### config.mk
export PLATFORM = sky130hd
export DESIGN_NAME = stalin_sort_serializer_flat
export DESIGN_NICKNAME = d
export VERILOG_FILES = /design/src/rtl/stalin_sort_serializer_pkg.sv /design/src/rtl/stalin_sort_serializer_if.sv /design/src/rtl/stalin_sort_serializer_edge_rise.sv /design/src/rtl/stalin_sort_serializer.sv /design/src/flat_wrapper.sv
export SDC_FILE = /design/constraint.sdc
export NUM_CORES = 1
export LEC_CHECK = 0
export CORE_MARGIN = 1.5
export CORE_UTILIZATION = 45
export CTS_BUF_LIST = sky130_fd_sc_hd__clkbuf_4
export DETAILED_ROUTE_END_ITERATION = 10
export PLACE_DENSITY_LB_ADDON = 0.2
export SLEW_MARGIN = 40
export SYNTH_ARGS = -nofsm -noshare
export SYNTH_HDL_FRONTEND = slang
export SYNTH_SLANG_ARGS = --single-unit
### constraint.sdc
create_clock -name clk -period 2.4 [get_ports clk]
set_input_delay 0.24 -clock clk [delete_from_list [all_inputs] [get_ports clk]]
set_output_delay 0.24 -clock clk [all_outputs]
set_load 0.01 [all_outputs]
### src/rtl/stalin_sort_serializer_pkg.sv
// Shared definitions for the stalin sort serializer: width helper and stream FSM states.
package stalin_sort_serializer_pkg;

  // Ceiling log2, usable in constant expressions for port and register widths.
  function automatic int unsigned clog2(input int unsigned value);
    int unsigned result;
    result = 0;
    while ((64'd1 << result) < 64'(value)) begin
      result++;
    end
    return result;
  endfunction

  typedef enum logic {
    SerIdle   = 1'b0,
    SerStream = 1'b1
  } ser_state_e;

endpackage

### src/rtl/stalin_sort_serializer_if.sv
// Valid/ready output stream of the serializer, one element per beat with a last marker.
interface stalin_sort_serializer_if #(
  parameter int unsigned WIDTH = 8
) ();
  logic             valid;
  logic [WIDTH-1:0] data;
  logic             last;
  logic             ready;

  modport master (output valid, output data, output last, input ready);
  modport slave  (input valid, input data, input last, output ready);
endinterface

### src/rtl/stalin_sort_serializer_edge_rise.sv
// Rising-edge detector: one-cycle pulse when d goes high; a high d right after reset counts.
module stalin_sort_serializer_edge_rise (
  input  logic clk,
  input  logic rst,
  input  logic d,
  output logic rise
);
  logic d_q;

  always_ff @(posedge clk) begin
    if (rst) begin
      d_q <= 1'b0;
    end else begin
      d_q <= d;
    end
  end

  assign rise = d & ~d_q;
endmodule

### src/rtl/stalin_sort_serializer.sv
// Captures a sorter result on the rising edge of its done level and replays the kept
// elements one per beat on a valid/ready stream.
module stalin_sort_serializer
  import stalin_sort_serializer_pkg::*;
#(
  parameter int unsigned N     = 16,
  parameter int unsigned WIDTH = 8,
  localparam int unsigned LenW = clog2(N + 1)
) (
  input  logic                   clk,
  input  logic                   rst,
  input  logic                   in_done,
  input  logic [N*WIDTH-1:0]     in_data,
  input  logic [LenW-1:0]        in_len,
  stalin_sort_serializer_if.master m,
  output logic                   busy,
  output logic                   frame_done,
  output logic                   overrun
);
  localparam int unsigned IdxW = (N > 1) ? clog2(N) : 1;
  localparam logic [LenW-1:0] LenMax = LenW'(N);

  ser_state_e                  state_q, state_d;
  logic [N-1:0][WIDTH-1:0]     data_buf_q, data_buf_d;
  logic [LenW-1:0]             idx_q, idx_d;
  logic [LenW-1:0]             len_q, len_d;
  logic                        overrun_q, overrun_d;
  logic                        frame_done_q, frame_done_d;
  logic                        cap;
  logic                        is_last;

  stalin_sort_serializer_edge_rise u_edge_rise (
    .clk  (clk),
    .rst  (rst),
    .d    (in_done),
    .rise (cap)
  );

  // len_q is at least 1 whenever this matters (STREAM), so len_q - 1 cannot wrap.
  assign is_last = (idx_q == len_q - LenW'(1));

  always_comb begin
    state_d      = state_q;
    data_buf_d   = data_buf_q;
    idx_d        = idx_q;
    len_d        = len_q;
    overrun_d    = overrun_q;
    frame_done_d = 1'b0;
    case (state_q)
      SerIdle: begin
        if (cap) begin
          if (in_len == '0) begin
            frame_done_d = 1'b1;
          end else begin
            data_buf_d = in_data;
            len_d      = (in_len > LenMax) ? LenMax : in_len;
            idx_d      = '0;
            state_d    = SerStream;
          end
        end
      end
      SerStream: begin
        // A new result while streaming is dropped; the current frame is untouched.
        if (cap) begin
          overrun_d = 1'b1;
        end
        if (m.ready) begin
          if (is_last) begin
            state_d      = SerIdle;
            frame_done_d = 1'b1;
          end else begin
            idx_d = idx_q + LenW'(1);
          end
        end
      end
    endcase
  end

  always_ff @(posedge clk) begin
    if (rst) begin
      state_q      <= SerIdle;
      data_buf_q   <= '0;
      idx_q        <= '0;
      len_q        <= '0;
      overrun_q    <= 1'b0;
      frame_done_q <= 1'b0;
    end else begin
      state_q      <= state_d;
      data_buf_q   <= data_buf_d;
      idx_q        <= idx_d;
      len_q        <= len_d;
      overrun_q    <= overrun_d;
      frame_done_q <= frame_done_d;
    end
  end

  assign m.valid    = (state_q == SerStream);
  assign m.last     = m.valid & is_last;
  assign m.data     = m.valid ? data_buf_q[idx_q[IdxW-1:0]] : '0;
  assign busy       = (state_q == SerStream);
  assign frame_done = frame_done_q;
  assign overrun    = overrun_q;
endmodule

### src/flat_wrapper.sv
// flat-port wrapper written by rule: the top's interface ports become plain ports
module stalin_sort_serializer_flat import stalin_sort_serializer_pkg::*;
#(
  parameter int unsigned N     = 16,
  parameter int unsigned WIDTH = 8,
  localparam int unsigned LenW = clog2(N + 1)
)
  (clk, rst, in_done, in_data, in_len, busy, frame_done, overrun, m_valid, m_data, m_last, m_ready);
  stalin_sort_serializer_if #(.WIDTH(WIDTH)) m_i ();
  input  logic clk;
  input  logic rst;
  input  logic in_done;
  input  logic [N*WIDTH-1:0] in_data;
  input  logic [LenW-1:0] in_len;
  output logic busy;
  output logic frame_done;
  output logic overrun;
  output wire logic [$bits(m_i.valid)-1:0] m_valid;
  output wire logic [$bits(m_i.data)-1:0] m_data;
  output wire logic [$bits(m_i.last)-1:0] m_last;
  input wire logic [$bits(m_i.ready)-1:0] m_ready;
  assign m_valid = m_i.valid;
  assign m_data = m_i.data;
  assign m_last = m_i.last;
  assign m_i.ready = m_ready;
  stalin_sort_serializer #(.N(N), .WIDTH(WIDTH)) u_core (.clk(clk), .rst(rst), .in_done(in_done), .in_data(in_data), .in_len(in_len), .m(m_i), .busy(busy), .frame_done(frame_done), .overrun(overrun));
endmodule
* After elaboration in Yosys (flattened, before gate mapping)
Cells that the tools add are included.
W data, S select, Z words.
** Storage, ports and cells
- Input bits :: 137
- Flip-flop bits (word level) :: 142
- Output and inout port bits :: 13
** Operators by class
- Multiplexer cells :: 19
- Equal/unequal tests :: 5
- Reduce and logical (&&, ||, !) cells :: 4
- Magnitude comparators :: 2
- Add/sub/neg operators :: 2
- Bitwise operators :: 5
** Operators by type and width (number)
- $bmux W8 S4 :: 1
- $mux W5 :: 5
- $mux W8 :: 2
- $pmux W5 S2 :: 1
- $mux W1 :: 8
- $ne A2 B2 Y1 const B :: 3
- $add A5 B1 Y5 const B :: 1
- $eq A5 B5 Y1 :: 1
- $gt A5 B5 Y1 const B :: 1
- $logic_not A5 Y1 :: 1
- $lt A4 B5 Y1 const B :: 1
- $sub A5 B1 Y5 const B :: 1
- $pmux W1 S2 :: 2
- $reduce_and A4 Y1 :: 1
- $not A1 Y1 :: 3
- $reduce_and A3 Y1 :: 1
- $and A1 B1 Y1 :: 2
- $ne A2 B1 Y1 const B :: 1
- $reduce_and A2 Y1 :: 1

* Longest topological paths before layout
- Depth in word-level cells :: 5
- Mapped depth :: 7
- Gate-level depth less buffers :: 7

* Hierarchy
Synthesis repeated with hierarchy kept, for this count alone.
** Unflattened totals
- Cell total of the unflattened synthesis :: 718
- Area, all modules :: 6258.5 µm²
** By module, submodules not included
- stalin_sort_serializer :: times used 1, cells each 715, area an instance 6211.0 µm²
- stalin_sort_serializer_edge_rise :: times used 1, cells each 3, area an instance 47.5 µm²

* Worst setup path after synthesis
No wires, ideal clock.
- Kind :: flip-flop to output port
- From :: register u_core.idx_q[2]
- To :: output port m_data[0]
- Arrival :: 1861 ps
- Stages on the path, launching flop included :: 6
- Path slack :: 299 ps
- Cell sequence :: dfxtp_1 > buf_2 > clkbuf_1 > mux4_2 > mux4_2 > and2_1
** Between the ends
- Cells in the longest elaborated chain, start to end :: 3
** RTL lines
- start: declaration :: RTL line stalin_sort_serializer.sv:25 : logic [LenW-1:0] idx_q, idx_d;
- start signal: assignment :: RTL line stalin_sort_serializer.sv:90 : idx_q <= idx_d;
- $bmux W8 S4 :: RTL line stalin_sort_serializer.sv:99 : assign m.data = m.valid ? data_buf_q[idx_q[IdxW-1:0]] : '0;
- $mux W8 (implied by the code) :: RTL line stalin_sort_serializer.sv:99
- $mux W8 :: RTL line stalin_sort_serializer.sv:99
- end: declaration :: RTL line flat_wrapper.sv:19 : output wire logic [$bits(m_i.data)-1:0] m_data;
No other way between the ends. The select of a mux whose other input is x is not followed.

* Worst setup path in the final report
- From :: register u_core.idx_q[0]
- To :: output port m_data[4]
The elaborated chain is that of the path after synthesis.

==> metrics.md <==
| Metric | Value |
|---|---|
| Time the final worst path needs with I/O delays and setup | `between 2000 and 3000 ps` |
| CP max FO | `5` |
| Die area | `0.0145 sq mm` |
| Number of cells traversed by the worst register-to-register path | `7` |
| Via-to-Cell Ratio | `approximately 5.4` |
| Part of the power in combinational logic | `around 16%` |
| Number of distinct library cell variants in the gate-level netlist after synthesis | `37` |
| Number of I/O pins | `150` |
| CP most frequent cell | `mux4_2` |
| Final HPWL DP | `between 10000 and 15000 um` |
| Clock Path Buffers | `2` |
| Yosys warnings | `0` |
| Clock sinks | `approximately 140` |
| Reported net switching power | `~1.3 mW` |
| Cells traversed along the worst timing path | `buf_12 > buf_6 > mux4_2 > mux4_2 > and2_4 > buf_2` |
| Number of buffers added by the clock tree synthesis step | `17` |
| Simple-gate share of the synthesized area | `19.9%` |
| Largest area contributor in the synthesized netlist | `dfxtp_1` |
| WHS Path Cells | `2` |
| Cell leakage power | `roughly 3.0 nW` |
| Core Util, Final | `62.3%` |
| Top area cells in the synthesized netlist | `dfxtp_1 46%, nand2_1 16%, mux4_2 12%, a21oi_1 11%, mux4_1 2.5%` |
| Post-Syn Area | `0.00618 sq mm` |
| Minimum setup slack among reg-to-reg paths | `around 560 ps` |
| Effective utilization at floorplan | `a little under half` |
| Maximum ir drop on the vdd rail | `272 uV` |
| Fraction of post-synthesis cell area in the top cell type by area | `46.0%` |
| Initial antenna violation count | `0` |
| # placed instances | `approximately 1000` |
| Number of DRC markers in iteration 0 | `481` |
| Overall overflow remaining after global route | `0` |
| Post-Place Setup Slack | `-150 ps` |
| Fraction of final layout cells sized beyond drive strength 1 | `between 15 and 20%` |
| Max Fclk | `between 300 and 400 MHz` |
| Total wire length after detailed routing | `approximately 18000 um` |
| Data arrival time of the worst path | `2510 ps` |
| Vertical die dimension | `120 um` |
| Critical path startpoint category | `flip-flop` |
| Buffer type at the clock tree root | `clkbuf_4` |
| P per Cell Area | `roughly 580 mW/mm^2` |
| Run status | `finished, violations left` |
| Post-synth top flop | `dfxtp_1` |
| Finished Cell Area | `roughly 0.0083 sq mm` |
| Final RePlAce weighted congestion | `0.958` |
| Global-route wire length before repair | `27700 um` |
| Setup clock skew after layout | `19.0 ps` |
| Average cell area after synthesis | `8.71 sq um` |
| Commonest cells in the synthesized netlist | `270 x nand2_1, 142 x dfxtp_1, 137 x a21oi_1` |
| Final Net Count | `994` |
| Library cell contributing the largest single delay on the critical path | `mux4_2` |
| Relative slew margins | `70.6%` |
| Filler cell count | `1120` |
| Number of setup violations in the final report | `8` |
| Antenna fix cells | `0` |
| Sequential share of the synthesized area | `a little under half` |
| Post-synthesis xor/xnor area fraction | `less than 1%` |
| Portion of total power attributed to sequential cells | `53.1%` |
| RSZ-0062 raised after global routing | `true` |
| Dominant combinational cell family by area after synthesis | `simple AND/OR/NAND/NOR gates` |
| Net Count, Synth | `849` |
| Clock transition at the register clock pins on the worst setup and hold paths after CTS | `120 ps` |
| Failing checks | `setup timing` |
| Multiplexer share of the synthesized area | `15.3%` |
| Complex-gate fraction of the synthesized area | `12.9%` |
| Initial DRT Pass Iterations | `5` |
| Most used standard cell by instance count after synthesis | `nand2_1` |
| Placed Instance Area | `0.00791 sq mm` |
| Min setup slack post-route | `-354 ps` |
| Worst hold path type | `input port to flip-flop` |
| CTS H-tree lvls | `4` |
| Number of global-route vias before repair | `roughly 5400` |
| Max_cap viols | `0` |
| Post-DRT Antenna Nets | `0` |
| Clock tree from TritonCTS | `yes` |
| Gate Count Post-Synth | `710` |
| Async SR Flop Fraction | `0%` |
| Core area | `0.0133 sq mm` |
| Final Cycle Share | `115%` |
| Data required, critical path | `roughly 2200 ps` |
| Detail-routed net length per standard cell | `16.9 um` |
| Post-route DRC | `0` |
| Part of the total power dissipated in the clock network | `30.6%` |
| Number of failing hold endpoints at the final stage | `0` |
| Area growth syn-to-layout | `34.5%` |
| Post-synthesis register bit count | `142` |
| EDFF count, synth | `0` |
| Adder-cell share of the synthesized area | `less than 1%` |
| Clk Latency, worst-skew pair | `570 ps` |
| Row cnt | `42` |
| Worst slew pin tran | `442 ps` |
| DIE WIDTH | `120 um` |
| Crit-path max cell delay | `520 ps` |
| Internal Pwr Total | `between 3 and 4 mW` |
| Maximum number of pins on one net before global-route repair | `roughly 100` |
| Capturing element type of the critical path | `output pin` |
| Filler-free cell count of the finished design | `1044` |
| Switching share of power | `26.7%` |
| Port bufs | `149` |
| Final sum of negative setup slack | `-2570 ps` |
| Crit Path Class | `flip-flop to output pin` |
| Tot GR Track Use | `25.0%` |
| Final Max Tran Viols | `0` |
| Total via count after detailed routing | `5615` |
routing by layer:
metal / wire, um / GRT usage, %
met4: 286 / 7.72
met5: 0 / 0
met1: 7850 / 34.3
met2: 8120 / 38.8
met3: 1400 / 6.75
critical path, delay by kind of cell (launching register included):
| kind | cells | cell delay (ps) |
|---|---|---|
| mux | 2 | 1010 |
| flops | 1 | 390 |
| simple gates | 1 | 180 |
| buf+inv | 3 | 380 |
through the flow:
step	hold WS (ps)	power [mW]
detailed placement	449	3.39
CTS	76.2	4.89
floorplan	352	2.99
global route	106	5.07
finish	111	4.86
global placement	443	3.38
timing repair:
item / CTS / global route
setup buffers: 9 / 3
pin swaps: 3 / 2
resized for setup: 66 / 9
hold buffers: 0 / 0
endpoints found under the setup margin: 9 / 9
cloned: 1 / 0
final timing paths:
path | endpoint | from
worst min-delay path | u_core.data_buf_q[109]$_SDFFE_PP0P_ | rst
worst max-delay path | m_data[4] | u_core.idx_q[0]$_SDFFE_PP0P_
worst max register to register | u_core.idx_q[4]$_SDFFE_PP0P_ | u_core.idx_q[2]$_SDFFE_PP0P_
worst min register to register | u_core.data_buf_q[79]$_SDFFE_PP0P_ | u_core.data_buf_q[79]$_SDFFE_PP0P_
kinds of logic after synthesis:
group,count (synthesis)
compound gates,152
xor+xnor,6
fa+ha+maj,2
buf+inv,63
flops,142
mux,42
simple gates,303
layout by cell type, fill, tap and decap left out, drive strengths merged, types with 5 or more instances in the layout:
| master | synthesis | layout |
|---|---|---|
| nand2 | 270 | 270 |
| dfxtp | 142 | 142 |
| inv | 7 | 9 |
| clkdlybuf4s50 | 0 | 139 |
| mux4 | 40 | 40 |
| xnor2 | 5 | 5 |
| and2 | 9 | 9 |
| clkinv | 0 | 6 |
| clkbuf | 26 | 20 |
| buf | 30 | 43 |
| a21oi | 137 | 137 |
layout make-up:
cell class | instances | area, sq um | share of cell area, %
Multi-Input combinational cell | 505 | 3080 | 37.1
Inverter | 7 | 26.3 | 0.316
Tap cell | 176 | 220 | 2.65
Sequential cell | 142 | 2860 | 34.3
Timing Repair Buffer | 182 | 1860 | 22.4
Clock buffer | 20 | 150 | 1.81
Clock inverter | 12 | 119 | 1.43
power groups by stage:
stage | combinational, mW | sequential, mW | clock (mW)
global placement | 0.742 | 2.64 | 0
global route | 0.863 | 2.59 | 1.62
CTS | 0.795 | 2.58 | 1.51
finish | 0.792 | 2.58 | 1.49
floorplan | 0.408 | 2.59 | 0
detailed placement | 0.760 | 2.63 | 0
registers in the layout, indices dropped and copies added (netlist names):
signal	flops
u_core.data_buf_q	128
u_core.idx_q	5
u_core.len_q	5
u_core.busy	1
u_core.frame_done	1
u_core.overrun	1
u_core.u_edge_rise.d_q	1
Note: power is estimated with default switching activity, not from simulation.
